===== src/rtl/rs_ff_pipeline_pkg.sv =====
// Shared definitions for the FF-pipelined stream receiver: headroom sizing
// and a legality check for the receiver FIFO depth.

`ifndef RS_FF_PIPE_DEPTH_OK
// True when the depth is a power of two and leaves room above the headroom
`define RS_FF_PIPE_DEPTH_OK(d, g) ((((d) & ((d) - 1)) == 0) && ((d) > (g)))
`endif

package rs_ff_pipeline_pkg;

    // Words that can still arrive after full_n drops: full_n needs lvl levels
    // to reach the writer, the writer needs lvl more to stop, plus the word
    // accepted on the cycle full_n was registered.
    function automatic int rs_ff_pipe_grace(input int lvl);
        return 2 * lvl + 1;
    endfunction

endpackage


===== src/rtl/rs_ff_pipeline_tail_fifo_mem.sv =====
// Storage array for the pipeline tail FIFO: one synchronous write port and
// one asynchronous read port so the head word is visible without a read cycle.

module rs_ff_pipeline_tail_fifo_mem #(
    parameter int DATA_WIDTH = 32,
    parameter int DEPTH      = 32,
    parameter int ADDR_WIDTH = $clog2(DEPTH)
) (
    input  logic                  clk,
    input  logic                  i_wr_en,
    input  logic [ADDR_WIDTH-1:0] i_wr_addr,
    input  logic [DATA_WIDTH-1:0] i_wr_data,
    input  logic [ADDR_WIDTH-1:0] i_rd_addr,
    output logic [DATA_WIDTH-1:0] o_rd_data
);

    logic [DATA_WIDTH-1:0] r_mem [DEPTH];

    // Store the accepted word; contents are deliberately left uncleared by reset
    always_ff @(posedge clk) begin
        if (i_wr_en) begin
            r_mem[i_wr_addr] <= i_wr_data;
        end
    end

    assign o_rd_data = r_mem[i_rd_addr];

endmodule


===== src/rtl/rs_ff_pipeline_tail_fifo.sv =====
// Receiver FIFO at the downstream end of an FF-pipelined stream. Keeps
// GRACE words of headroom below full so every word still in flight after
// full_n drops is absorbed, and presents a first-word-fall-through read side.

import rs_ff_pipeline_pkg::*;

module rs_ff_pipeline_tail_fifo #(
    parameter int DATA_WIDTH = 32,
    parameter int DEPTH      = 32,
    parameter int PIPE_LEVEL = 2,
    parameter int GRACE      = rs_ff_pipe_grace(PIPE_LEVEL),
    parameter int ADDR_WIDTH = $clog2(DEPTH)
) (
    input  logic                  clk,
    input  logic                  reset,
    input  logic [DATA_WIDTH-1:0] if_din,
    input  logic                  if_write,
    output logic                  if_full_n,
    output logic [DATA_WIDTH-1:0] if_dout,
    output logic                  if_empty_n,
    input  logic                  if_read,
    output logic [ADDR_WIDTH:0]   count,
    output logic                  overflow_err
);

    localparam int THRESH = DEPTH - GRACE;
    localparam logic [ADDR_WIDTH:0]   L_FULL    = (ADDR_WIDTH + 1)'(DEPTH);
    localparam logic [ADDR_WIDTH:0]   L_THRESH  = (ADDR_WIDTH + 1)'(THRESH);
    localparam logic [ADDR_WIDTH:0]   L_CNT_ONE = (ADDR_WIDTH + 1)'(1);
    localparam logic [ADDR_WIDTH-1:0] L_PTR_ONE = ADDR_WIDTH'(1);

    // Refuse to elaborate with a depth that cannot hold the in-flight words
    if (!(`RS_FF_PIPE_DEPTH_OK(DEPTH, GRACE))) begin : g_bad_depth
        $error("rs_ff_pipeline_tail_fifo: DEPTH must be a power of two greater than GRACE");
    end

    logic [ADDR_WIDTH-1:0] r_wr_ptr;
    logic [ADDR_WIDTH-1:0] r_rd_ptr;
    logic [ADDR_WIDTH:0]   r_count;
    logic                  r_full_n;
    logic                  r_empty_n;
    logic                  r_overflow;

    logic                  w_full;
    logic                  w_pop;
    logic                  w_push;
    logic                  w_drop;
    logic [ADDR_WIDTH:0]   w_count_next;
    logic [DATA_WIDTH-1:0] w_rd_data;

    // A pop at full frees its slot on the same edge, so a write is still taken
    assign w_full = (r_count == L_FULL);
    assign w_pop  = if_read & r_empty_n;
    assign w_push = if_write & (~w_full | w_pop);
    assign w_drop = if_write & w_full & ~w_pop;

    // Occupancy after this edge, shared by the counter and the flag registers
    always_comb begin
        w_count_next = r_count;
        case ({w_push, w_pop})
            2'b10:   w_count_next = r_count + L_CNT_ONE;
            2'b01:   w_count_next = r_count - L_CNT_ONE;
            default: w_count_next = r_count;
        endcase
    end

    // Pointers, occupancy, status flags and the sticky overflow indication
    always_ff @(posedge clk) begin
        if (reset) begin
            r_wr_ptr   <= '0;
            r_rd_ptr   <= '0;
            r_count    <= '0;
            r_full_n   <= 1'b1;
            r_empty_n  <= 1'b0;
            r_overflow <= 1'b0;
        end else begin
            if (w_push) begin
                r_wr_ptr <= r_wr_ptr + L_PTR_ONE;
            end
            if (w_pop) begin
                r_rd_ptr <= r_rd_ptr + L_PTR_ONE;
            end
            if (w_drop) begin
                r_overflow <= 1'b1;
            end
            r_count   <= w_count_next;
            r_full_n  <= (w_count_next < L_THRESH);
            r_empty_n <= (w_count_next != '0);
        end
    end

    rs_ff_pipeline_tail_fifo_mem #(
        .DATA_WIDTH (DATA_WIDTH),
        .DEPTH      (DEPTH),
        .ADDR_WIDTH (ADDR_WIDTH)
    ) u_mem (
        .clk       (clk),
        .i_wr_en   (w_push),
        .i_wr_addr (r_wr_ptr),
        .i_wr_data (if_din),
        .i_rd_addr (r_rd_ptr),
        .o_rd_data (w_rd_data)
    );

    assign if_full_n    = r_full_n;
    assign if_empty_n   = r_empty_n;
    assign if_dout      = r_empty_n ? w_rd_data : '0;
    assign count        = r_count;
    assign overflow_err = r_overflow;

endmodule


===== config.mk =====
export PLATFORM = sky130hd
export DESIGN_NAME = rs_ff_pipeline_tail_fifo
export DESIGN_NICKNAME = d
export VERILOG_FILES = /design/src/rtl/rs_ff_pipeline_pkg.sv /design/src/rtl/rs_ff_pipeline_tail_fifo_mem.sv /design/src/rtl/rs_ff_pipeline_tail_fifo.sv
export SDC_FILE = /design/constraint.sdc
export NUM_CORES = 1
export LEC_CHECK = 0
export CORE_ASPECT_RATIO = 0.7
export CORE_MARGIN = 2
export CORE_UTILIZATION = 56
export CTS_CLUSTER_DIAMETER = 40
export DETAILED_ROUTE_END_ITERATION = 7
export PLACE_DENSITY = 0.77
export SYNTH_ARGS = -nofsm -noshare
export SYNTH_HDL_FRONTEND = slang
export SYNTH_SLANG_ARGS = --single-unit

===== constraint.sdc =====
create_clock -name clk -period 3.45 [get_ports clk]
set_input_delay 0.69 -clock clk [delete_from_list [all_inputs] [get_ports clk]]
set_output_delay 0.69 -clock clk [all_outputs]
set_load 0.02 [all_outputs]

==> metrics.yaml, run 1 <==
finish:
  nFillCells: 4134
  final_area_sq_um: 48460
  final_layout_size_suffix_gt1_share_pct: 39.07
  utilization_pct: 68.06
  insertedDiodeCount: 0
  nNetsFinal: 2045
  final_cells: 3062
  area_growth_pct: 20.74
floorplanning:
  die_h_um: 228.0
  initial_core_util_pct: 56.37
  dieArea_sq_um: 73860
  fp.coreArea_sq_um: 71200
  die_w_um: 324.0
  num_rows: 82
  ios: 77
drt:
  vias_per_cell: 6.640
  drt_wl_total_um: 100200
  ant_nets: 0
  drc: 0
  firstDrtPassIters: 5
  wl_per_cell_um: 32.73
  num_vias: 20330
  drt_iter0_drc: 2835
clock_network:
  root_buffer: "clkbuf_16"
  clock_sink_count: 1048
  cts_tree: "built"
  numCtsBuffers: 109
  clk_pin_slew_ps: 60
  htree_num_levels: 3
  cts_buffer_depth: 3
  insertion_delay_ps: 710
timing:
  tightest_slew_ps: 1219
  timing.hold.ws_ps: 476.0
  grt_setup_unrepaired: "true"
  final_hold_viol_count: 0
  finalSetupTns_ps: -6690
  finalClockSkew_ps: 23.48
  setup_viol: 32
  post-route-period-util_pct: 108.2
  max_slew_margin_pct: 18.47
  min_period_ps: 3732
  clock.fmax_mhz: 268.0
  slew_violations: 0
  setup_slack_ps: -281.9
grt:
  grt_use_total_pct: 27.41
  grt_max_degree: 39
  overflow: 0
  grt_antenna_before_repair: 0
  grt_pass1_wl_um: 143700
  grt_pass1_vias: 20660
place:
  placed_cells: 2798
  port_buffers: 76
  dp_slack_ps: -139.7
  place.gp.congestion: 0.7948
  dpl_cell_area_sq_um: 43390
  hpwl_um: 52540
power:
  total_power_mw: 29.87
  p_leak_nw: 15.06
  irDropWorstVdd_v: 0.0004990
  power_density_nw_per_um2: 616.3
outcome:
  violations: "setup timing"
  status: "finished, violations left"
synthesis:
  ys_types: 51
  syn_area_per_cell_sq_um: 23.43
  synth_warnings: 0
  synthesis.area_sq_um: 40140
  syn-num-nets: 1755
  postSynthCellCount: 1713
  async_reset_ff_share_pct: 0
  synth_ff_type: "edfxtp_1"
  ys_ff_latch: 1048
  synth_edf_count: 1024
  seq_area_frac_synth_pct: 77.81
worst_setup_path:
  required_ps: 2760
  crit_chain: "buf_12 -> buf_8 -> buf_12 -> buf_12 -> mux4_2 -> mux4_2 -> o22ai_4 -> nor2_4 -> buf_6"
  crit_path_top_delay_cell: "mux4_2"
  r2r_cells: 9
  worstReg2RegStart: "if_empty_n$_SDFF_PP0_"
  cp_max_fo: 6
  cpMostUsedCell: "buf_12"
  slowest_delay_ps: 570
  r2r_end: "if_empty_n$_SDFF_PP0_"
  cp-start-kind: "register"
  end_kind: "output port"
  regToRegSetupSlack_ps: 700
  cp.arrival_ps: 3040
  path_class: "reg -> out"
hold_path:
  hold_start: "overflow_err$_SDFFE_PP0P_"
  holdPathEnd: "overflow_err$_SDFFE_PP0P_"
  whs_path_depth: 2
  hold_class: "reg -> reg"
run:
  maxCapViolCount: 0
==> worst max-delay path by stage <==
stage,startpoint,endpoint,slack (ps),cells past startpoint
floorplan,if_read,u_mem.r_mem[30][0]$_DFFE_PP_,190,6
global placement,register,if_dout[15],-100,6
detailed placement,register,if_dout[15],-140,6
CTS,register,if_dout[12],-280,9
global route,register,if_dout[15],-350,9
finish,register,if_dout[15],-280,9
==> power by group <==
part	switching [mW]	leakage [nW]	internal [mW]
combinational	1.68	3.84	1.85
sequential	0.0972	9.42	14.1
clock	5.10	1.80	7.03
total	6.88	15.1	23.0
==> cell type report <==
| cell class | instances | area (sq um) | area share (%) |
|---|---|---|---|
| Tap cell | 966 | 1209 | 2.494 |
| Clock buffer | 126 | 2834 | 5.848 |
| Inverter | 5 | 18.77 | 0.03873 |
| Clock inverter | 78 | 898.4 | 1.854 |
| Multi-Input combinational cell | 563 | 8979 | 18.53 |
| Sequential cell | 1048 | 31250 | 64.48 |
| Timing Repair Buffer | 276 | 3277 | 6.762 |
==> kinds of logic after synthesis <==
logic type | Yosys count | synth area share (%)
buffers and inverters | 102 | 1.397
AOI/OAI and AO/OA | 87 | 1.596
xor gates and xnor gates | 12 | 0.2619
muxes | 323 | 17.20
adders and majority gates | 6 | 0.1870
and+or+nand+nor | 135 | 1.553
DFF | 1048 | 77.81
==> synth_stat cells (2+ instances only) <==
cell	n	area, sq um
a211oi_1	3	22.52
a21oi_1	5	25.02
a22oi_1	2	15.01
a31oi_1	4	25.02
and3_1	4	25.02
buf_1	10	37.54
buf_2	12	60.06
buf_4	13	97.59
buf_6	13	146.4
clkbuf_1	48	180.2
dfxtp_1	24	480.5
edfxtp_1	1024	30750
ha_1	6	75.07
inv_1	5	18.77
mux2_2	34	382.9
mux4_1	6	157.7
mux4_2	282	6351
nand2_1	10	37.54
nand2b_1	2	12.51
nand3b_1	4	30.03
nand4_1	5	31.28
nor2_1	88	330.3
nor2b_1	3	18.77
nor3_1	3	15.01
nor4_1	2	12.51
o21ai_0	2	10.01
o221ai_1	32	280.3
o22ai_1	32	200.2
or3b_2	3	26.28
xnor2_1	5	43.79
xor2_1	7	61.31
==> layout by cell type, fill, tap and decap left out, types with 14 or more instances in the layout <==
cell type / count
buf_12: 51
buf_4: 116
buf_6: 33
bufinv_16: 14
clkbuf_1: 15
clkbuf_16: 114
clkdlybuf4s50_1: 44
clkinv_1: 17
clkinv_2: 15
dfxtp_1: 18
edfxtp_1: 1024
mux2_2: 25
mux4_2: 286
nor2_1: 37
nor2_4: 39
o221ai_1: 32
o22ai_2: 18
==> routing by layer <==
metal	track usage [%]	up-vias	share of wire, %
li1	-	7962	-
met1	40.45	10810	39
met2	41.73	1356	48
met3	5.815	205	10
met4	8.854	0	3.1
met5	0	-	0
==> worst max-delay path: cells and delay by family, from the launching register on <==
family	cells	cell delay, ps
buf+inv	5	620
flops	1	370
simple gates	1	50
compound gates	1	230
mux	2	1060
==> repair_timing <==
action                     in CTS  in global routing
setup endpoints to repair      32                 32
pin swaps                      31                 10
hold endpoints to repair        0                  0
gates resized for setup       265                 33
buffers inserted               42                 13
gates cloned                   10                  3
hold buffers                    0                  0
==> sequential cells by signal, indices dropped and copies added (netlist names), named ones only <==
| signal | count |
|---|---|
| count | 6 |
| u_mem.r_mem | 1024 |
| if_empty_n | 1 |
| if_full_n | 1 |
| r_wr_ptr | 5 |
| r_rd_ptr | 5 |
| overflow_err | 1 |
No activity file was read; power rests on OpenSTA's default activity.
==> run 2, diff against run 1 <==
- REMOVE_ABC_BUFFERS: not set -> 1
==> metrics.yaml, run 2 (same netlist as run 1, synthesis figures left out) <==
floorplanning:
  fp.coreArea_sq_um: 71200
  dieArea_sq_um: 73860
  ios: 77
  die_h_um: 228.0
  die_w_um: 324.0
  initial_core_util_pct: 56.37
  num_rows: 82
grt:
  grt_use_total_pct: 29.37
  grt_pass1_vias: 20750
  grt_antenna_before_repair: 0
  overflow: 0
  grt_pass1_wl_um: 150400
  grt_max_degree: 62
clock_network:
  numCtsBuffers: 103
  htree_num_levels: 3
  cts_tree: "built"
  insertion_delay_ps: 680
  cts_buffer_depth: 3
  clk_pin_slew_ps: 60
  postCtsHoldBufs: 0
  root_buffer: "clkbuf_16"
  clock_sink_count: 1048
finish:
  nNetsFinal: 2050
  final_common_cell: "edfxtp_1"
  regMostFlops: "u_mem.r_mem"
  final_area_sq_um: 48290
  final_cells: 3058
  area_growth_pct: 20.31
  nFillCells: 4212
  ff_latch_area_sq_um: 31250
  largest_reg_flops: 1024
  final_layout_size_suffix_gt1_share_pct: 38.81
  final_cell_mix: "1024 x edfxtp_1, 286 x mux4_2, 128 x buf_4, 107 x clkbuf_16, 63 x buf_12"
  multi_input_area_sq_um: 8840
  insertedDiodeCount: 0
power:
  power_frac_comb_pct: 11.5
  p_leak_nw: 15.04
  irDropWorstVdd_v: 0.0004168
  power_density_nw_per_um2: 608.6
  total_power_mw: 29.39
  netSwitchingFraction_pct: 22.42
  p_int_mw: 22.80
  switching_power_mw: 6.590
  pwr-share-seq_pct: 48.3
  p_clk_share_pct: 40.2
worst_setup_path:
  slowest_delay_ps: 500
  cpLargestDelayFamily: "multiplexers"
  cpMostUsedCell: "buf_6"
  r2r_end: "if_empty_n$_SDFF_PP0_"
  worstReg2RegStart: "if_empty_n$_SDFF_PP0_"
  path_buf_inv: 5
  cp_max_fo: 8
  r2r_cells: 9
  regToRegSetupSlack_ps: 780
  cp-start-kind: "register"
  cp.depth: 9
  cp.arrival_ps: 3000
  path_class: "reg -> out"
  end_kind: "output port"
  crit_path_top_delay_cell: "mux4_2"
  critPathCapture: "if_dout[18]"
  crit_chain: "buf_6 -> buf_12 -> buf_12 -> buf_6 -> mux4_2 -> mux4_2 -> o22ai_4 -> nor2_2 -> buf_6"
  required_ps: 2760
timing:
  setup_slack_ps: -238.8
  post-route-period-util_pct: 106.9
  finalSetupTns_ps: -5096
  setup_viol: 32
  grt_setup_unrepaired: "true"
  max_slew_margin_pct: 23.84
  slew_violations: 0
  finalClockSkew_ps: 28.85
  clock.fmax_mhz: 271.1
  min_period_ps: 3689
  tightest_slew_ps: 1139
  final_hold_viol_count: 0
drt:
  drt_wl_total_um: 106700
  vias_per_cell: 6.762
  firstDrtPassIters: 5
  drc: 0
  ant_nets: 0
  wl_per_cell_um: 34.88
  drt_iter0_drc: 2984
  num_vias: 20680
hold_path:
  hold_class: "reg -> reg"
  whs_path_depth: 2
place:
  hpwl_um: 54090
  placed_cells: 2793
  dpl_cell_area_sq_um: 43560
  place.gp.congestion: 0.7833
  dp_slack_ps: 55.87
  port_buffers: 76
outcome:
  violations: "setup timing"
  status: "finished, violations left"
run:
  maxCapViolCount: 0
## run 2: cell count changes in the layout (fill, tap and decap cells not counted), moves of 4 or more
cell / change
buf_12: +12
buf_4: +12
buf_6: -11
clkbuf_16: -7
clkinv_1: -8
clkinv_4: +5
mux2_2: +5
mux2_4: -5
nor2_1: +8
nor2_4: -5
o22ai_1: +4
o22ai_4: -7
## run 2: repair_timing
| action | 4_1_cts | 5_1_grt |
|---|---|---|
| cloned | 9 | 3 |
| setup buffers | 52 | 24 |
| pin swaps | 19 | 19 |
| resized for setup | 220 | 58 |
| setup endpoints to repair | 32 | 32 |
## run 2: worst min-delay path by stage
stage	from	endpoint	slack [ps]
floorplan	r_rd_ptr[1]$_SDFFE_PP0N_	register	460
global placement	overflow_err$_SDFFE_PP0P_	overflow_err$_SDFFE_PP0P_	450
detailed placement	r_rd_ptr[1]$_SDFFE_PP0N_	register	490
CTS	r_rd_ptr[1]$_SDFFE_PP0N_	register	500
global route	r_rd_ptr[1]$_SDFFE_PP0N_	register	530
finish	r_rd_ptr[1]$_SDFFE_PP0N_	register	500
## run 2: final cells by class
cell class / instances / share of cell area [%]
multi-input combinational: 563 / 18.31
sequential: 1048 / 64.70
clock buffer: 121 / 5.563
clock inverter: 68 / 1.811
timing repair buffer: 287 / 7.074
inverter: 5 / 0.03887
tap: 966 / 2.503
## run 2: per-layer routing
layer	vias up	track usage (%)	routed length [um]
met2	1509	46.48	51960
met5	-	0	0
met3	278	7.706	11630
li1	7959	-	-
met1	10930	39.87	38400
met4	0	10.91	4664
## run 2: power by group through the flow
stage          combinational [mW]  clock [mW]  sequential, mW
2_1_floorplan                1.95           0            14.7
3_3_place_gp                 2.72           0            14.4
3_5_place_dp                 2.78           0            14.5
4_1_cts                      3.25        11.9            14.2
5_1_grt                      3.57        12.4            14.2
6_report                     3.39        11.8            14.2
## run 2: metrics by stage
| stage | hold slack, ps | util [%] |
|---|---|---|
| floorplan | 460.3 | - |
| global placement | 449.4 | 61.18 |
| detailed placement | 488.8 | 61.18 |
| CTS | 497.9 | 67.46 |
| global route | 530.4 | 67.82 |
| finish | 500.1 | 67.82 |
## run 2: worst reg2reg max path, stage by stage, from the launching register on
cell and delay (ps):
dfxtp_2 590, nand2_1 120, nor2_1 170, xor2_1 170, ha_1 320, nor3_1 90, and3_1 240, and4_1 200
or4_1 500, a31oi_1 180
==> run 3, diff against run 2 <==
- SKIP_CTS_REPAIR_TIMING: not set -> 1
==> metrics.yaml, run 3 (same netlist as run 1, synthesis figures left out) <==
clock_network:
  clk_pin_slew_ps: 60
  root_buffer: "clkbuf_16"
  insertion_delay_ps: 670
  cts_tree: "built"
  cts_buffer_depth: 3
  numCtsBuffers: 103
  htree_num_levels: 3
  clock_sink_count: 1048
grt:
  grt_pass1_wl_um: 144700
  grt_antenna_before_repair: 0
  grt_max_degree: 62
  overflow: 0
  grt_use_total_pct: 28.10
  grt_pass1_vias: 20290
floorplanning:
  die_w_um: 324.0
  die_h_um: 228.0
  fp.coreArea_sq_um: 71200
  dieArea_sq_um: 73860
  ios: 77
  num_rows: 82
  initial_core_util_pct: 56.37
place:
  port_buffers: 76
  hpwl_um: 54090
  dpl_cell_area_sq_um: 43560
  dp_slack_ps: 55.87
  place.gp.congestion: 0.7833
timing:
  max_slew_margin_pct: 22.90
  min_period_ps: 3658
  slew_violations: 0
  finalSetupTns_ps: -4204
  post-route-period-util_pct: 106.0
  setup_slack_ps: -207.5
  tightest_slew_ps: 1153
  clock.fmax_mhz: 273.4
  setup_viol: 32
  grt_setup_unrepaired: "true"
  final_hold_viol_count: 0
  finalClockSkew_ps: 26.75
worst_setup_path:
  crit_path_top_delay_cell: "mux4_2"
  cpLargestDelayFamily: "multiplexers"
  cp-start-kind: "register"
  slowest_delay_ps: 550
  end_kind: "output port"
  path_buf_inv: 3
  cp.arrival_ps: 2970
  required_ps: 2760
  crit_chain: "buf_12 -> buf_12 -> mux4_2 -> mux4_2 -> o22ai_2 -> nor2_1 -> dlymetal6s2s_1"
  path_class: "reg -> out"
  cp_max_fo: 14
finish:
  final_layout_size_suffix_gt1_share_pct: 37.07
  regMostFlops: "u_mem.r_mem"
  largest_reg_flops: 1024
  final_cell_mix: "1024 x edfxtp_1, 285 x mux4_2, 112 x buf_4, 107 x clkbuf_16, 58 x buf_12"
  insertedDiodeCount: 0
  nFillCells: 4278
  area_growth_pct: 18.91
  final_area_sq_um: 47730
  utilization_pct: 67.03
  nNetsFinal: 2019
  final_common_cell: "edfxtp_1"
drt:
  wl_per_cell_um: 34.55
  firstDrtPassIters: 5
  vias_per_cell: 6.758
  drt_iter0_drc: 2658
  drc: 0
  ant_nets: 0
  num_vias: 20460
  drt_wl_total_um: 104600
power:
  total_power_mw: 29.07
  power_density_nw_per_um2: 609.1
  irDropWorstVdd_v: 0.0004132
  p_leak_nw: 14.85
outcome:
  status: "finished, violations left"
  violations: "setup timing"
run:
  maxCapViolCount: 0
hold_path:
  hold_class: "reg -> reg"
==> run 3: cell types whose count changed in the layout (fill, tap and decap cells not counted), sizes merged <==
cell / previous run / this run
clkbuf: 124 / 133
buf: 240 / 194
dlymetal6s2s: 0 / 6
==> run 3: layout make-up <==
| class | count | area [sq um] | share of cell area (%) |
|---|---|---|---|
| well taps | 966 | 1209 | 2.532 |
| clock buffers | 121 | 2686 | 5.629 |
| clock inverters | 68 | 874.6 | 1.832 |
| repair buffers | 256 | 2940 | 6.161 |
| multi-input cells | 563 | 8753 | 18.34 |
| flip-flops and latches | 1048 | 31250 | 65.47 |
| inverters | 5 | 18.77 | 0.03932 |
==> run 3: power breakdown <==
part / leakage [nW] / internal [mW] / switching (mW) / total, mW
logic: 3.70 / 1.59 / 1.49 / 3.08
clock network: 1.73 / 6.90 / 4.89 / 11.8
registers: 9.42 / 14.1 / 0.0976 / 14.2
total: 14.9 / 22.6 / 6.48 / 29.1
==> run 3: worst reg2reg max path, cell delays in order, from the launching register on <==
cell	delay (ps)
dfxtp_2	610
nand2_1	130
nor2_1	180
xor2_1	170
ha_1	320
nor3_1	90
and3_1	240
and4_1	200
or4_1	500
a31oi_1	180
==> run 3: layer usage <==
layer  global-route usage [%]  up-vias  wire length [um]
met2                    43.50     1534             50720
met3                    7.537      278             11740
met5                        0        -                69
li1                         -     7888                 -
met4                    11.07        2              4527
met1                    38.70    10750             37520
==> run 3: worst paths after layout <==
path                            startpoint                     to  slack, ps  depth (start not counted)
setup / recovery                  register            if_dout[28]       -210                          7
hold / removal    r_rd_ptr[1]$_SDFFE_PP0N_               register        500                          2
hold reg to reg   r_rd_ptr[1]$_SDFFE_PP0N_               register        500                          2
setup reg to reg     if_empty_n$_SDFF_PP0_  if_empty_n$_SDFF_PP0_        750                          9
==> run 3: through the flow <==
stage          hold slack [ps]  std cells
2_1_floorplan            460.3       1616
3_3_place_gp             449.4       2793
3_5_place_dp             488.8       2793
4_1_cts                  497.9       2982
5_1_grt                  530.4       3027
6_report                 496.2       3027
